[src/rtl/matmul_tile_sequencer.sv]
// Sequences an M x N x (K_TILES*ARRAY_SIZE) matmul: one A/B read pair per cycle, tag-aligned
// accumulation of adder-tree sums across K tiles, one clamped output word per element.
module matmul_tile_sequencer #(
  parameter int DATA_WIDTH = 16,
  parameter int ACC_WIDTH  = 32,
  parameter int DIM_W      = 6,
  parameter int ADDR_W     = 12,
  parameter int PIPE_LAT   = 8,
  parameter bit SATURATE   = 1'b1
) (
  input  logic                  clk,
  input  logic                  rst,
  input  logic                  start,
  input  logic [DIM_W-1:0]      cfg_m,
  input  logic [DIM_W-1:0]      cfg_n,
  input  logic [DIM_W-1:0]      cfg_k_tiles,
  output logic                  busy,
  output logic                  done,
  output logic                  cfg_err,
  output logic                  en_a,
  output logic                  en_b,
  output logic [ADDR_W-1:0]     addr_a,
  output logic [ADDR_W-1:0]     addr_b,
  input  logic [DATA_WIDTH-1:0] tree_result,
  output logic                  en_out,
  output logic                  we_out,
  output logic [ADDR_W-1:0]     addr_out,
  output logic [DATA_WIDTH-1:0] dout_out
);

  typedef enum logic [1:0] {IDLE, RUN, DRAIN, DONE} state_t;

  typedef struct packed {
    logic              vld;
    logic              first;
    logic              last;
    logic [ADDR_W-1:0] oaddr;
  } tag_t;

  localparam logic signed [ACC_WIDTH-1:0] SAT_MAX =
    {{(ACC_WIDTH-DATA_WIDTH+1){1'b0}}, {(DATA_WIDTH-1){1'b1}}};
  localparam logic signed [ACC_WIDTH-1:0] SAT_MIN = ~SAT_MAX;

  state_t state, state_nxt;

  logic [DIM_W-1:0]  m_q, n_q, k_q, i_q, j_q, t_q;
  logic [ADDR_W-1:0] a_base, addr_a_q, addr_b_q, oaddr_q;
  logic              cfg_zero, accept, t_end, j_end, i_end, pipe_busy;

  tag_t tag_in, tag_out;
  tag_t pipe [PIPE_LAT];

  logic signed [ACC_WIDTH-1:0] acc, acc_nxt, tr_ext;
  logic [DATA_WIDTH-1:0]       wr_dat;

  assign cfg_zero = (cfg_m == '0) || (cfg_n == '0) || (cfg_k_tiles == '0);
  assign accept   = (state == IDLE) && start;
  assign t_end    = (t_q == k_q - 1'b1);
  assign j_end    = (j_q == n_q - 1'b1);
  assign i_end    = (i_q == m_q - 1'b1);

  assign busy   = (state != IDLE);
  assign done   = (state == DONE);
  assign en_a   = (state == RUN);
  assign en_b   = en_a;
  assign addr_a = addr_a_q;
  assign addr_b = addr_b_q;
  assign we_out = en_out;

  always_comb begin
    state_nxt = state;
    case (state)
      IDLE:    if (start) state_nxt = cfg_zero ? DONE : RUN;
      RUN:     if (t_end && j_end && i_end) state_nxt = DRAIN;
      DRAIN:   if (!pipe_busy) state_nxt = DONE;
      DONE:    state_nxt = IDLE;
      default: state_nxt = IDLE;
    endcase
  end

  always_ff @(posedge clk) begin
    if (rst) state <= IDLE;
    else     state <= state_nxt;
  end

  // Loop counters; addresses advance by increments only (A rewinds to row base, B/out run on).
  always_ff @(posedge clk) begin
    if (rst) begin
      {m_q, n_q, k_q, i_q, j_q, t_q} <= '0;
      {a_base, addr_a_q, addr_b_q, oaddr_q} <= '0;
      cfg_err <= 1'b0;
    end else begin
      cfg_err <= accept && cfg_zero;
      if (accept) begin
        m_q <= cfg_m;
        n_q <= cfg_n;
        k_q <= cfg_k_tiles;
        {i_q, j_q, t_q} <= '0;
        {a_base, addr_a_q, addr_b_q, oaddr_q} <= '0;
      end else if (state == RUN) begin
        if (!t_end) begin
          t_q      <= t_q + 1'b1;
          addr_a_q <= addr_a_q + 1'b1;
          addr_b_q <= addr_b_q + 1'b1;
        end else begin
          t_q     <= '0;
          oaddr_q <= oaddr_q + 1'b1;
          if (!j_end) begin
            j_q      <= j_q + 1'b1;
            addr_a_q <= a_base;
            addr_b_q <= addr_b_q + 1'b1;
          end else begin
            j_q      <= '0;
            i_q      <= i_q + 1'b1;
            a_base   <= addr_a_q + 1'b1;
            addr_a_q <= addr_a_q + 1'b1;
            addr_b_q <= '0;
          end
        end
      end
    end
  end

  always_comb begin
    tag_in.vld   = (state == RUN);
    tag_in.first = (t_q == '0);
    tag_in.last  = t_end;
    tag_in.oaddr = oaddr_q;
  end

  always_ff @(posedge clk) begin
    if (rst) begin
      for (int s = 0; s < PIPE_LAT; s++) pipe[s] <= '0;
    end else begin
      pipe[0] <= tag_in;
      for (int s = 1; s < PIPE_LAT; s++) pipe[s] <= pipe[s-1];
    end
  end

  always_comb begin
    pipe_busy = 1'b0;
    for (int s = 0; s < PIPE_LAT; s++) pipe_busy = pipe_busy | pipe[s].vld;
  end

  assign tag_out = pipe[PIPE_LAT-1];
  assign tr_ext  = ACC_WIDTH'($signed(tree_result));
  assign acc_nxt = tag_out.first ? tr_ext : acc + tr_ext;

  always_comb begin
    wr_dat = acc_nxt[DATA_WIDTH-1:0];
    if (SATURATE) begin
      if (acc_nxt > SAT_MAX)      wr_dat = SAT_MAX[DATA_WIDTH-1:0];
      else if (acc_nxt < SAT_MIN) wr_dat = SAT_MIN[DATA_WIDTH-1:0];
    end
  end

  // Output word is registered from the same acc_nxt that updates the accumulator.
  always_ff @(posedge clk) begin
    if (rst) begin
      acc      <= '0;
      en_out   <= 1'b0;
      addr_out <= '0;
      dout_out <= '0;
    end else begin
      if (tag_out.vld) acc <= acc_nxt;
      en_out <= tag_out.vld && tag_out.last;
      if (tag_out.vld && tag_out.last) begin
        addr_out <= tag_out.oaddr;
        dout_out <= wr_dat;
      end
    end
  end

endmodule

[config.mk]
export PLATFORM = sky130hd
export DESIGN_NAME = matmul_tile_sequencer
export DESIGN_NICKNAME = d
export VERILOG_FILES = /design/src/rtl/matmul_tile_sequencer.sv
export SDC_FILE = /design/constraint.sdc
export NUM_CORES = 1
export LEC_CHECK = 0
export CAP_MARGIN = 20
export CORE_MARGIN = 8
export CORE_UTILIZATION = 25
export CTS_CLUSTER_DIAMETER = 50
export DETAILED_ROUTE_END_ITERATION = 12
export HOLD_SLACK_MARGIN = 0.06
export PLACE_DENSITY_LB_ADDON = 0.15
export REMOVE_ABC_BUFFERS = 1
export SKIP_LAST_GASP = 1
export SLEW_MARGIN = 20
export SYNTH_ARGS = -nofsm -noshare
export SYNTH_HDL_FRONTEND = slang
export SYNTH_SLANG_ARGS = --single-unit
[constraint.sdc]
create_clock -name clk -period 5.52 [get_ports clk]
set_input_delay 1.104 -clock clk [delete_from_list [all_inputs] [get_ports clk]]
set_output_delay 1.104 -clock clk [all_outputs]
set_load 0.01 [all_outputs]
==> out/qor.csv, run 1 <==
metric,value,unit
status,"complete, no violations",
ys_types,82,
insertion_delay,0.54,ns
critPathCaptureType,flip-flop,
synthAdderAreaFrac,0.0498,
synthCells,1305,
setup.worst_path.start,tree_result[0],
num_vias,8955,
wl,28500,µm
synth_mux_area_frac,0.0242,
drv_slew,0,
p_int,3.92,mW
cts.sinks,268,
die_w,235,µm
r2r_slack,1.70,ns
grt_pass1_vias,8839,
cts_inserted_buffers,41,
multi_input_area,6200,µm²
stdcell_area,14900,µm²
mostFrequentLayoutCells,"267 x dfxtp_1, 163 x nor2_1, 126 x nor2b_1",
finalPower,5.29,mW
synth.top_cell.area_share,0.448,
seq_area_frac_synth,0.448,
fin_skew,0.0152,ns
cts_max_level,2,
hold_path.class,flip-flop to flip-flop,
start_kind,primary input,
maxCapViolations,0,
synth_xor_area_frac,0.0695,
clk_path_buf_depth,3,
yosys_warnings,0,
clockPowerShare,0.496,
peakVddDrop,0.000173,V
clkTransAtPathRegs,0.06,ns
yosysTopAreaCell,dfxtp_1,
tightest_slew,0.896,ns
drive_above_1_share,0.0936,
drc,0,
layout_commonest_cell,dfxtp_1,
crit_end,dout_out[0],
track_usage,0.102,
fin_setup_tns,0,ns
cts_tree,done,
start_util,0.252,
synth_compound_area_frac,0.157,
cp.arrival,4.96,ns
relSlewSlack,0.402,
switching_share,0.259,
postCtsResizedCells,0,
antenna_found_initial,0,
gr-total-overflow,0,
syn_avg_cell_area,9.17,µm²
synth_edf_count,0,
path_class,primary input to flip-flop,
period_minus_slack,4.56,ns
design.core.area,47500,µm²
grt_pass1_wl,47500,µm
portBuffers,95,
ys_ff_latch,268,
max_freq,0.219,GHz
final_util,0.314,
cts_setup_buffers,0,
powerDensity,354,nW/µm²
wl_per_cell,14.1,µm
fin_ws,0.963,ns
finalSetupViolations,0,
areaGrowthSynthToFinish,24.7,%
critical_path_required,5.92,ns
cp_max_fo,15,
hold_buffers,0,
syn_area,12000,µm²
comb_power_share,0.117,
ff2ff_path_depth,15,
reg2reg_from,acc[0],
gp_congestion,0.853,
root_buffer,clkbuf_16,
die_height,235,µm
r2r-end,dout_out[0],
dieArea,55100,µm²
synthArstFlopShare,0,
drt_iter0_drc,448,
dr.pass1.iters,6,
synth_flop_cell,dfxtp_1,
seq_power_share,0.387,
regArea,5370,µm²
power_switching,1.37,mW
vias_per_cell,4.42,
synth-simple-area-share,0.217,
place_area,13500,µm²
ys_top_cells_by_area,"dfxtp_1 45%, nor2b_1 6.6%, nor2_1 5.1%, ha_1 4.8%, xnor2_1 3.7%",
diodes,0,
fillerInstances,4914,
nets,1467,
finalHoldViolCount,0,
synth_top_family_by_area,simple AND/OR/NAND/NOR gates,
dp_slack,0.414,ns
postRouteAntennaNets,0,
leakage,5.52,nW
grt_start_max_net_pins,154,
io_pins,96,
finalCritPeriodShare,0.825,
rsz0062_at_grt,no,
rows,80,
dpl.hpwl,19400,µm
==> flip-flops by register name, summed over array words and instances (netlist names) <==
register  count
j_q           6
dout_out     16
cfg_err       1
acc          32
oaddr_q      12
t_q           6
n_q           6
addr_out     12
pipe        120
en_out        1
m_q           6
addr_a       12
state         2
a_base       12
i_q           6
k_q           6
addr_b       12
==> logic make-up after synthesis <==
group,after synthesis
AND/OR/NAND/NOR,522
XOR/XNOR,95
adder cells (fa/ha/maj),47
flip-flops,268
multiplexers,28
AO/OA/AOI/OAI,245
buffers and inverters,100
==> synth_stat cells (all sizes together) (2+ instances only) <==
cell	number
mux2	4
a211oi	31
nand2	100
or3	16
or2	4
inv	26
dfxtp	268
o21ai	45
o2111ai	2
mux2i	24
o211ai	5
nand2b	10
o32ai	15
o21a	2
or4	5
a21oi	56
buf	22
nor2b	126
and3	14
nor3	21
xnor2	50
nand3	15
xor2	45
o21bai	3
a22o	12
nor4	5
a31oi	7
a2bb2oi	2
a41oi	2
and2	6
a22oi	5
a311oi	7
nor2	165
a21o	17
a211o	4
a2111oi	5
o22ai	8
clkbuf	51
o31ai	6
ha	46
nand4	28
==> worst min path at each step <==
stage,startpoint,end,slack [ns],cells past startpoint
after floorplan,pipe[1][45],addr_out[0],0.41,2
after global routing,pipe[0][26],pipe[0][41],0.44,1
final,pipe[0][55],pipe[1][10],0.43,1
after global placement,pipe[1][13],pipe[1][28],0.42,1
after CTS,pipe[0][26],pipe[0][41],0.43,1
after detailed placement,pipe[1][10],pipe[1][25],0.42,1
==> per-stage QoR <==
stage / instances / hold WS [ns]
after CTS: 2026 / 0.428
after global placement: 1955 / 0.415
after detailed placement: 1955 / 0.420
after global routing: 2026 / 0.443
final: 2026 / 0.427
after floorplan: 1232 / 0.411
==> final cells by class <==
| cell class | instances | share of cell area |
|---|---|---|
| multi-input cells | 937 | 0.415 |
| flip-flops and latches | 268 | 0.360 |
| clock buffers | 52 | 0.0790 |
| repair buffers | 108 | 0.0720 |
| well taps | 615 | 0.0516 |
| clock inverters | 19 | 0.0158 |
| inverters | 27 | 0.00679 |
==> routing by layer <==
layer | share of wire | vias to the layer above | wire length (µm) | track usage
met4 | 0.025 | 0 | 717 | 0.0370
li1 | - | 4679 | - | -
met1 | 0.50 | 4080 | 14200 | 0.136
met2 | 0.44 | 144 | 12400 | 0.161
met3 | 0.041 | 52 | 1160 | 0.0235
met5 | 0 | - | 0 | 0
==> power groups by stage <==
stage | Combinational (mW) | Clock, mW | Sequential, mW
after global placement | 0.618 | 0 | 2.08
after floorplan | 0.397 | 0 | 2.07
after detailed placement | 0.629 | 0 | 2.09
final | 0.618 | 2.62 | 2.04
after CTS | 0.632 | 2.74 | 2.04
after global routing | 0.695 | 2.82 | 2.05
==> critical path: stages <==
cell and delay [ns]:
clkdlybuf4s50_1 0.48, ha_1 0.21, inv_1 0.07, fa_1 0.37, and2b_1 0.25, o2111ai_2 0.24
a2111oi_4 0.54, nor2_2 0.12, mux2i_1 0.14, a2111oi_1 0.37, buf_4 0.19, o211a_1 0.14
nand4_1 0.12, o31ai_4 0.30, buf_12 0.20, o32ai_1 0.10
Note: power is estimated with default switching activity, not from simulation.
==> run 2, diff against run 1 <==
clock period = 3.9 ns   (was 5.52 ns; I/O delays follow)
==> out/qor.csv, run 2 (synthesis results as in run 1) <==
metric,value,unit
start_kind,primary input,
areaGrowthSynthToFinish,40.1,%
path_common_cell,buf_4,
tightest_slew,0.993,ns
drt_iter0_drc,381,
dieArea,55100,µm²
cp.arrival,4.27,ns
drc,0,
finalCritPeriodShare,0.980,
clkTransAtPathRegs,0.06,ns
rows,80,
critPathCaptureType,flip-flop,
largest_register_ffs,120,
max_freq,0.262,GHz
largest-register,pipe,
layout_commonest_cell,dfxtp_1,
track_usage,0.111,
hold_path.class,flip-flop to flip-flop,
dr.pass1.iters,4,
grt_pass1_vias,9363,
vias_per_cell,4.37,
period_minus_slack,3.82,ns
cp_max_fo,6,
maxCapViolations,0,
max_stage_delay,0.55,ns
dpl.hpwl,21900,µm
mostFrequentLayoutCells,"266 x dfxtp_1, 163 x nor2_1, 156 x buf_4",
insertion_delay,0.56,ns
path_class,primary input to flip-flop,
clockPowerShare,0.493,
grt_pass1_wl,50700,µm
gr-total-overflow,0,
root_buffer,clkbuf_16,
critical_path_required,4.35,ns
leakage,6.40,nW
p_int,5.71,mW
drive_above_1_share,0.219,
nets,1618,
drv_slew,0,
fillerInstances,4852,
crit_family,compound AO/OA/AOI/OAI gates,
fin_skew,0.0175,ns
status,"complete, no violations",
seq_power_share,0.376,
clk_path_buf_depth,3,
cts_inserted_buffers,40,
finalHoldViolCount,0,
cts.sinks,268,
cts_tree,done,
io_pins,96,
diodes,0,
postRouteAntennaNets,0,
final_util,0.353,
fin_setup_tns,0,ns
die_height,235,µm
top_regs,"pipe (120), acc (32), dout_out (16)",
finalSetupViolations,0,
comb_power_share,0.131,
crit_slowest_cell,or4_1,
num_vias,9528,
antenna_found_initial,0,
crit_buf_inv,4,
die_w,235,µm
portBuffers,95,
grt_start_max_net_pins,98,
rsz0062_at_grt,no,
relSlewSlack,0.338,
switching_share,0.258,
wl,31500,µm
cts_max_level,2,
crit_chain,dlygate4sd2_1 > buf_4 > ha_1 > a211oi_4 > o21bai_4 > o21ai_4 > a31oi_4 > a311oi_4 > xnor2_2 > a41oi_2 > or4_1 > o31a_1 > buf_4 > buf_16 > o32ai_2,
gp_congestion,0.835,
wl_per_cell,14.5,µm
peakVddDrop,0.000298,V
design.core.area,47500,µm²
start_util,0.252,
power_switching,1.99,mW
powerDensity,459,nW/µm²
-- run 2: worst paths after layout --
check	from	end	slack, ns	cells past startpoint
worst min register to register	pipe[0][25]	pipe[0][40]	0.43	1
worst max register to register	acc[0]	dout_out[11]	0.15	17
worst min-delay path	pipe[0][25]	pipe[0][40]	0.43	1
worst max-delay path	tree_result[1]	dout_out[11]	0.08	15
-- run 2: cell type report --
cell class              instances  area [µm²]  share of cell area
clock buffers                  49        1050              0.0629
multi-input cells             937        6780               0.404
well taps                     615         769              0.0459
repair buffers                260        2320               0.138
inverters                      27         101             0.00605
flip-flops and latches        268        5370               0.320
clock inverters                23         375              0.0224
-- run 2: worst reg2reg max path, delay by kind of cell, from the launching register on --
family                   cells  cell delay (ns)
flip-flops                   1             0.34
buffers and inverters        5             0.72
AND/OR/NAND/NOR              2             0.42
AO/OA/AOI/OAI                8             1.68
adder cells (fa/ha/maj)      2             0.50
-- run 2: timing repair --
action                                  4_1_cts  5_1_grt
resized for setup                            40       66
gates cloned                                  1        1
hold buffers                                  0        0
endpoints found under the hold margin         0        0
pin swaps                                    22       34
endpoints found under the setup margin       15       15
setup buffers                                11       16
-- run 2: power groups by stage --
stage                     Sequential [mW]  Combinational [mW]  Clock, mW
final                                2.89                1.01       3.80
after global routing                 2.91                1.12       4.06
after CTS                            2.89                1.01       3.95
after detailed placement             2.95               0.975          0
after global placement               2.95               0.956          0
after floorplan                      2.94               0.562          0
-- run 2: per-stage QoR --
step                      cells  setup slack, ns  total power [mW]  hold WS, ns  area (µm²)
final                      2179           0.0783              7.70        0.428       16800
after detailed placement   2079           -0.868              3.93        0.420       14400
after global placement     2078           -0.851              3.90        0.417       14400
after CTS                  2163         0.000504              7.85        0.430       16200
after floorplan            1232           -0.314              3.50        0.411       11700
after global routing       2179         0.000301              8.09        0.443       16800
-- run 2: per-layer routing --
layer  global-route usage  vias up  share of wire
li1                     -     4980              -
met1                0.148     4336           0.49
met2                0.172      156           0.44
met3               0.0249       56          0.042
met4               0.0445        0          0.029
met5                    0        -              0
==> run 3, diff against run 2 <==
clock period = 3.73 ns   (was 3.9 ns; I/O delays follow)
==> out/qor.csv, run 3 (synthesis results as in run 1) <==
metric,value,unit
wl_per_cell,14.2,µm
max_stage_delay,0.53,ns
finalCritPeriodShare,0.979,
instances_no_fill,2183,
critical_path_required,4.17,ns
gp_congestion,0.822,
dp.cells,2084,
seq_power_share,0.378,
p_int,5.92,mW
start_util,0.252,
clk_path_buf_depth,3,
fillerInstances,4884,
io_pins,96,
die_height,235,µm
finalHoldViolCount,0,
crit_slowest_cell,clkdlybuf4s50_1,
portBuffers,95,
fin_hold_ws,0.428,ns
crit_family,compound AO/OA/AOI/OAI gates,
leakage,6.38,nW
num_vias,9603,
cts_max_level,2,
power_switching,2.08,mW
drv_slew,0,
maxCapViolations,0,
powerDensity,478,nW/µm²
crit_cells,15,
cts_tree,done,
antenna_found_initial,0,
dr_wl_met2,13300,µm
multi_input_area,6740,µm²
finalPower,8.00,mW
dr.pass1.iters,5,
status,"complete, no violations",
critPathCaptureType,flip-flop,
crit_buf_inv,4,
largest_register_ffs,120,
gr-total-overflow,0,
drt_iter0_drc,531,
insertion_delay,0.55,ns
tightest_slew,0.669,ns
cts.sinks,268,
track_usage,0.111,
place_area,14500,µm²
dp_slack,-0.892,ns
diodes,0,
rsz0062_at_grt,yes,
drive_above_1_share,0.223,
stdcell_area,16700,µm²
holdPathStages,1,
dpl.hpwl,21100,µm
hold_path.class,flip-flop to flip-flop,
dr.max_layer_used,met4,
clkTransAtPathRegs,0.06,ns
fin_ws,0.0785,ns
postRouteAntennaNets,0,
switching_share,0.260,
mostFrequentLayoutCells,"266 x dfxtp_1, 162 x nor2_1, 153 x buf_4",
top_regs,"pipe (120), acc (32), dout_out (16)",
grt_start_max_net_pins,141,
dieArea,55100,µm²
vias_per_cell,4.40,
m1WireLength,15500,µm
largest-register,pipe,
period_minus_slack,3.65,ns
wl,31000,µm
layout_commonest_cell,dfxtp_1,
drc,0,
nets,1619,
relSlewSlack,0.554,
cp.arrival,4.09,ns
finalSetupViolations,0,
grt_pass1_wl,51100,µm
grt_pass1_vias,9445,
design.core.area,47500,µm²
rows,80,
hold_buffers,0,
fin_skew,0.0168,ns
ff2ff_path_depth,17,
die_w,235,µm
wl_met3,1430,µm
comb_power_share,0.129,
clockPowerShare,0.493,
cts_inserted_buffers,41,
areaGrowthSynthToFinish,39.9,%
peakVddDrop,0.000326,V
start_kind,primary input,
crit_chain,clkdlybuf4s50_1 > ha_4 > buf_4 > nand2_1 > nand2_2 > o21ai_4 > nand2_2 > a41o_4 > a2111oi_4 > a211oi_4 > or4_4 > o31a_1 > buf_4 > buf_12 > o32ai_1,
path_class,primary input to flip-flop,
cp_max_fo,6,
max_freq,0.274,GHz
regArea,5370,µm²
root_buffer,clkbuf_16,
[run 3: path summary, 6_finish.rpt]
check                       from          end  slack [ns]
setup / recovery  tree_result[6]  dout_out[3]        0.08
hold / removal       pipe[0][55]  pipe[1][10]        0.43
setup reg to reg          acc[0]  dout_out[3]        0.14
hold reg to reg      pipe[0][55]  pipe[1][10]        0.43
[run 3: repair_timing]
action / in CTS / in global routing
hold endpoints to repair: 0 / 0
gates cloned: 2 / 0
pin swaps: 30 / 34
gates resized for setup: 76 / 39
setup buffers: 18 / 6
setup endpoints to repair: 15 / 15
[run 3: per-layer routing]
layer	up-vias	track usage
met1	4403	0.151
met3	50	0.0301
met5	-	0
met4	0	0.0347
met2	156	0.170
li1	4994	-
[run 3: power groups by stage]
stage | clock (mW) | combinational, mW | sequential (mW)
finish | 3.95 | 1.03 | 3.02
global route | 4.22 | 1.15 | 3.04
CTS | 4.10 | 1.05 | 3.02
detailed placement | 0 | 1.00 | 3.09
global placement | 0 | 0.996 | 3.08
floorplan | 0 | 0.587 | 3.07
[run 3: final cells by class]
type	instances	area share
clock buffer	53	0.0713
clock inverter	23	0.0149
inverter	27	0.00605
multi-input combinational	937	0.402
sequential	268	0.321
tap	615	0.0460
timing repair buffer	260	0.139
[run 3: worst register-to-register path, stage by stage, from the launching register on]
cell and delay [ns]:
dfxtp_2 0.34, ha_4 0.13, inv_2 0.03, fa_2 0.33, and2b_2 0.26, o2111ai_4 0.17, a2111oi_4 0.42, buf_4 0.18
a2111oi_4 0.05, buf_4 0.17, xnor2_4 0.14, buf_4 0.14, o41ai_2 0.29, nand4_1 0.18, o31ai_4 0.23, buf_4 0.16
buf_12 0.13, o32ai_1 0.10
[run 3: stage by stage]
stage | util | setup TNS (ns)
floorplan | - | -6.69
global placement | 0.305 | -15.15
detailed placement | 0.305 | -15.07
CTS | 0.348 | -0.000305
global route | 0.352 | -0.263
finish | 0.352 | 0
